<file path="config.mk">
export PLATFORM = sky130hd
export DESIGN_NAME = if_fetch_stage
export DESIGN_NICKNAME = d
export VERILOG_FILES = /design/src/rtl/if_fetch_stage.sv
export SDC_FILE = /design/constraint.sdc
export NUM_CORES = 1
export LEC_CHECK = 0
export CORE_UTILIZATION = 51
export DETAILED_ROUTE_END_ITERATION = 10
export GPL_TIMING_DRIVEN = 0
export PLACE_DENSITY_LB_ADDON = 0.15
export SYNTH_ARGS = -nofsm -noshare
export SYNTH_HDL_FRONTEND = slang
export SYNTH_SLANG_ARGS = --single-unit
</file>
<file path="constraint.sdc">
create_clock -name clk -period 3.8 [get_ports clk]
set_clock_uncertainty 0.2 [all_clocks]
set_input_delay 0.76 -clock clk [delete_from_list [all_inputs] [get_ports clk]]
set_output_delay 0.76 -clock clk [all_outputs]
set_load 0.02 [all_outputs]
</file>
<file path="src/rtl/if_fetch_stage.sv">
// Instruction-fetch stage: PC, imem handshake, one-entry skid buffer, IF/ID register, STOP halt.
// Optional macro IF_PERF_CNT_EN builds the fetch/stall performance counters.
module if_fetch_stage #(
  parameter logic [31:0] RESET_PC    = 32'h0000_0000,
  parameter logic [5:0]  STOP_OPCODE = 6'd63
) (
  input  logic        clk,
  input  logic        rst_n,
  output logic        imem_req,
  output logic [31:0] imem_addr,
  input  logic        imem_ack,
  input  logic [31:0] imem_rdata,
  input  logic        stall,
  input  logic        redirect,
  input  logic [31:0] redirect_pc,
  output logic [31:0] pc,
  output logic        ifid_valid,
  output logic [31:0] ifid_instr,
  output logic [5:0]  ifid_opcode,
  output logic [5:0]  ifid_func,
  output logic [31:0] ifid_pc4,
  output logic        halted,
  output logic [31:0] perf_fetch_cnt,
  output logic [31:0] perf_stall_cnt
);

  typedef enum logic [1:0] {
    ST_IDLE  = 2'd0,
    ST_FETCH = 2'd1,
    ST_HOLD  = 2'd2,
    ST_HALT  = 2'd3
  } state_t;

  state_t      state_r, state_nxt_s;
  logic [31:0] pc_r, pc_nxt_s;
  logic        req_r;
  logic        discard_r, discard_nxt_s;
  logic        halted_r, halted_nxt_s;
  logic        ifid_valid_r, ifid_valid_nxt_s;
  logic [31:0] ifid_instr_r, ifid_instr_nxt_s;
  logic [31:0] ifid_pc4_r, ifid_pc4_nxt_s;
  logic        skid_valid_r, skid_valid_nxt_s;
  logic [31:0] skid_instr_r, skid_instr_nxt_s;
  logic [31:0] skid_pc4_r, skid_pc4_nxt_s;
  logic        ack_s;
  logic        is_stop_s;
  logic [31:0] pc_plus4_s;

  // req_r is high exactly while in FETCH, so an ack outside FETCH is ignored
  assign ack_s      = imem_ack & req_r;
  assign is_stop_s  = (imem_rdata[31:26] == STOP_OPCODE);
  assign pc_plus4_s = pc_r + 32'd4;

  // Next-state, PC, skid and IF/ID update selection
  always_comb begin
    state_nxt_s      = state_r;
    pc_nxt_s         = pc_r;
    discard_nxt_s    = discard_r;
    halted_nxt_s     = halted_r;
    ifid_valid_nxt_s = ifid_valid_r;
    ifid_instr_nxt_s = ifid_instr_r;
    ifid_pc4_nxt_s   = ifid_pc4_r;
    skid_valid_nxt_s = skid_valid_r;
    skid_instr_nxt_s = skid_instr_r;
    skid_pc4_nxt_s   = skid_pc4_r;
    if (redirect) begin
      // an un-acked request still owes us a word that belongs to the wrong path
      state_nxt_s      = ST_FETCH;
      pc_nxt_s         = redirect_pc & 32'hFFFF_FFFC;
      discard_nxt_s    = req_r & ~imem_ack;
      halted_nxt_s     = 1'b0;
      ifid_valid_nxt_s = 1'b0;
      ifid_instr_nxt_s = 32'h0000_0000;
      skid_valid_nxt_s = 1'b0;
    end else begin
      case (state_r)
        ST_IDLE: begin
          state_nxt_s = ST_FETCH;
        end
        ST_FETCH: begin
          if (ack_s && discard_r) begin
            discard_nxt_s = 1'b0;
          end else if (ack_s) begin
            pc_nxt_s     = is_stop_s ? pc_r : pc_plus4_s;
            halted_nxt_s = is_stop_s;
            if (stall) begin
              skid_valid_nxt_s = 1'b1;
              skid_instr_nxt_s = imem_rdata;
              skid_pc4_nxt_s   = pc_plus4_s;
              state_nxt_s      = is_stop_s ? ST_HALT : ST_HOLD;
            end else begin
              ifid_valid_nxt_s = 1'b1;
              ifid_instr_nxt_s = imem_rdata;
              ifid_pc4_nxt_s   = pc_plus4_s;
              state_nxt_s      = is_stop_s ? ST_HALT : ST_FETCH;
            end
          end else if (!stall) begin
            ifid_valid_nxt_s = 1'b0;
            ifid_instr_nxt_s = 32'h0000_0000;
          end else begin
            ifid_valid_nxt_s = ifid_valid_r;
          end
        end
        ST_HOLD, ST_HALT: begin
          if (!stall && skid_valid_r) begin
            ifid_valid_nxt_s = 1'b1;
            ifid_instr_nxt_s = skid_instr_r;
            ifid_pc4_nxt_s   = skid_pc4_r;
            skid_valid_nxt_s = 1'b0;
            state_nxt_s      = (state_r == ST_HOLD) ? ST_FETCH : ST_HALT;
          end else begin
            skid_valid_nxt_s = skid_valid_r;
          end
        end
        default: begin
          state_nxt_s = ST_IDLE;
        end
      endcase
    end
  end

  // State, PC, skid buffer and IF/ID pipeline registers
  always_ff @(posedge clk or negedge rst_n) begin
    if (!rst_n) begin
      state_r      <= ST_IDLE;
      pc_r         <= RESET_PC;
      req_r        <= 1'b0;
      discard_r    <= 1'b0;
      halted_r     <= 1'b0;
      ifid_valid_r <= 1'b0;
      ifid_instr_r <= 32'h0000_0000;
      ifid_pc4_r   <= 32'h0000_0000;
      skid_valid_r <= 1'b0;
      skid_instr_r <= 32'h0000_0000;
      skid_pc4_r   <= 32'h0000_0000;
    end else begin
      state_r      <= state_nxt_s;
      pc_r         <= pc_nxt_s;
      req_r        <= (state_nxt_s == ST_FETCH);
      discard_r    <= discard_nxt_s;
      halted_r     <= halted_nxt_s;
      ifid_valid_r <= ifid_valid_nxt_s;
      ifid_instr_r <= ifid_instr_nxt_s;
      ifid_pc4_r   <= ifid_pc4_nxt_s;
      skid_valid_r <= skid_valid_nxt_s;
      skid_instr_r <= skid_instr_nxt_s;
      skid_pc4_r   <= skid_pc4_nxt_s;
    end
  end

  assign imem_req    = req_r;
  assign imem_addr   = pc_r;
  assign pc          = pc_r;
  assign ifid_valid  = ifid_valid_r;
  assign ifid_instr  = ifid_instr_r;
  assign ifid_opcode = ifid_instr_r[31:26];
  assign ifid_func   = ifid_instr_r[5:0];
  assign ifid_pc4    = ifid_pc4_r;
  assign halted      = halted_r;

`ifdef IF_PERF_CNT_EN
  logic [31:0] fetch_cnt_r;
  logic [31:0] stall_cnt_r;
  logic        load_s;

  // skid is only occupied in HOLD/HALT, so this covers both IF/ID load paths
  assign load_s = ~redirect & ~stall & ((ack_s & ~discard_r) | skid_valid_r);

  // Instructions entering IF/ID and cycles a valid IF/ID entry is held by stall
  always_ff @(posedge clk or negedge rst_n) begin
    if (!rst_n) begin
      fetch_cnt_r <= 32'h0000_0000;
      stall_cnt_r <= 32'h0000_0000;
    end else begin
      fetch_cnt_r <= load_s ? fetch_cnt_r + 32'd1 : fetch_cnt_r;
      stall_cnt_r <= (stall && ifid_valid_r) ? stall_cnt_r + 32'd1 : stall_cnt_r;
    end
  end

  assign perf_fetch_cnt = fetch_cnt_r;
  assign perf_stall_cnt = stall_cnt_r;
`else
  assign perf_fetch_cnt = 32'h0000_0000;
  assign perf_stall_cnt = 32'h0000_0000;
`endif

endmodule
</file>
==> results.ini <==
[run_status]
outcome=complete, no violations

[yosys]
synth-seq-area-share_pct=46.2
syn_avg_cell_area_um2=9.02
synth_xor_area_share_pct=5.42
synthFlopType=dfrtp_1
synth_area_um2=8730
syn_inst=968
ys_warn_count=0
synth_fa_ha_area_share_pct=0.143
yosys.area_share.simple_pct=19.0
synth_cell_types=51
synth_area_leader_cell=dfrtp_1
synthArstFlopShare_pct=100
yosys_register_bits=161
yosysTopAreaCellShare_pct=46.2
synth_top_family_by_area=simple AND/OR/NAND/NOR gates
synth_compound_gate_area_share_pct=11.9
synth_commonest_cells=nand2_1, dfrtp_1, buf_4
synth_edf_count=0
netlist_top_cells_area=dfrtp_1, buf_4, nand2_1
synth_mux_area_share_pct=4.50
synth_most_common_cell=nand2_1

[clock_tree]
h-tree-depth=4
clkTransAtPathRegs_ps=60
cts_made_buffers=17
cts_resized=0
clock_latency_ps=430
cts_tree=done
cts_setup_buffers=0
clockBufferDepth=2
cts_sinks=161
root_buffer=clkbuf_16
hold_buffers=0

[floorplan]
start_util_pct=52.4
placementRows=47
die_h_um=133
pin_count=276
coreArea_um2=16600
die-area_um2=17600
die_w_um=133

[finish]
fin_area_um2=11900
syn_to_final_growth_pct=36.3
nNetsFinal=1329
instances_no_fill=1491
drive_gt1_share_pct=13.1
post-route-util_pct=71.5
antennaDiodeCount=0

[critical_path]
cp-start-kind=register
cp-end-kind=register
crit_required_ps=3910
path_max_fanout=8
path_class=register to register
worstPathArrival_ps=2970

[power_and_ir_drop]
p_leak_nw=5.38
peakVddDrop_mv=0.370
power.density_nw_per_um2=521

[timing]
final.min_clock_period_ps=2860
setup_tns_ps=0
layout_worst_path_cycle_share_pct=75.3
fmax_mhz=350
worstMarginPinSlew_ps=826
final-setup-viol-count=0
hold_viol=0
rsz0062_at_grt=false
worst_slack_ps=939
slew_headroom_pct=44.4
slew_viol_final=0

[route]
drc=0
first_iter_violations=519
viasPerCell=5.19
drt_pass1_iterations=5
routedWlPerCell_um=15.8
vias=7738
ant_nets=0
drt_wl_total_um=23500

[hold_path]
hold_class=input pin to asynchronous set/reset pin

[placement]
placed_cells=1460
portBuffers=202
post-place-ws_ps=562
routabilityCongestion=0.914
dpl_cell_area_um2=11300
dp_hpwl_um=17000

[grt]
grt_pass1_vias=7363
grt_overflow=0
globalRouteTotalUtil_pct=27.3
antenna_found_initial=0
grt_max_degree=98
grt_first_pass_wirelength_um=37600

[flow_run]
maxCapViolCount=0

==> per-stage QoR <==
step	hold slack, ps	total power (W)
final	69.6	0.00620
after floorplan	242	0.00363
after detailed placement	262	0.00451
after global routing	111	0.00650
after CTS	79.3	0.00621
after global placement	256	0.00445
==> worst max-delay path, stage by stage (launching register included) <==
cell and delay [ps]:
dfrtp_1 580, ha_1 330, nand4_1 290, nor2_1 490, a31oi_1 180, or3b_1 400, a32o_1 280
==> per-layer routing <==
layer	global-route usage [%]	part of all wire [%]	routed length (um)
met1	36.4	43	10000
met2	44.5	48	11300
met3	5.56	7.5	1760
met4	8.94	1.9	446
met5	0	0	0
==> cells by family (layout without fill, tap and decap cells) <==
| logic type | after synthesis | after routing |
|---|---|---|
| and+or+nand+nor | 365 | 365 |
| buffers and inverters | 181 | 415 |
| AOI/OAI and AO/OA | 166 | 166 |
| DFF | 161 | 161 |
| xor gates and xnor gates | 54 | 54 |
| muxes | 39 | 39 |
| adders and majority gates | 1 | 1 |
| other | 1 | 70 |
==> flip-flops by register name, indices dropped and copies added, names as in the netlist <==
register / cells
ifid_instr: 32
skid_instr_r: 32
ifid_pc4: 30
imem_addr: 30
skid_pc4_r: 30
state_r: 2
discard_r: 1
halted: 1
ifid_valid: 1
imem_req: 1
skid_valid_r: 1
==> layout by cell type (no fill, tap or decap), types with 4 or more instances in the layout <==
master | netlist | routed
inv_1 | 10 | 10
a21o_1 | 8 | 8
o211ai_1 | 4 | 4
a22oi_1 | 6 | 6
clkdlybuf4s50_1 | 0 | 201
clkbuf_1 | 38 | 40
a21oi_1 | 21 | 21
nor3_1 | 16 | 16
and2_1 | 4 | 4
xnor2_1 | 26 | 26
nand2_1 | 224 | 224
mux2i_1 | 37 | 37
xor2_1 | 28 | 28
nor2_1 | 41 | 41
o21ai_0 | 72 | 72
clkbuf_16 | 0 | 17
o31ai_1 | 20 | 20
a22o_1 | 6 | 6
nand3_1 | 25 | 25
and3_1 | 5 | 5
buf_4 | 113 | 113
conb_1 | 1 | 70
nand4_1 | 21 | 21
a31oi_1 | 4 | 4
buf_1 | 7 | 7
and4_1 | 5 | 5
dfrtp_1 | 161 | 161
nor4_1 | 4 | 4
a211oi_1 | 10 | 10
buf_2 | 13 | 13
nand2b_1 | 4 | 4
==> where the power goes <==
group	switching, W	internal, W	leakage [nW]
Clock	0.000685	0.00101	0.278
Combinational	0.00106	0.000935	3.07
Sequential	0.000323	0.00218	2.03
==> cell type report <==
class	instances	area, um^2
buffer	171	1080
clock buffer	22	474
clock inverter	9	106
fill	1342	4750
inverter	10	37.5
multi-input combinational	695	3840
sequential	161	4030
tap	220	275
timing repair buffer	203	2050
==> worst paths after layout <==
check / start / endpoint / slack (ps) / cells after the start
worst max-delay path: imem_addr[2] / ifid_pc4[24] / 940 / 6
worst min-delay path: rst_n / ifid_pc4[4] / 70 / 1
worst max register to register: imem_addr[2] / ifid_pc4[24] / 940 / 6
worst min register to register: ifid_instr[13] / ifid_instr[13] / 280 / 2
max in group asynchronous: rst_n / state_r[0] / 2480 / 2
min in group clk: ifid_instr[13] / ifid_instr[13] / 280 / 2
Note: power is estimated with default switching activity, not from simulation.
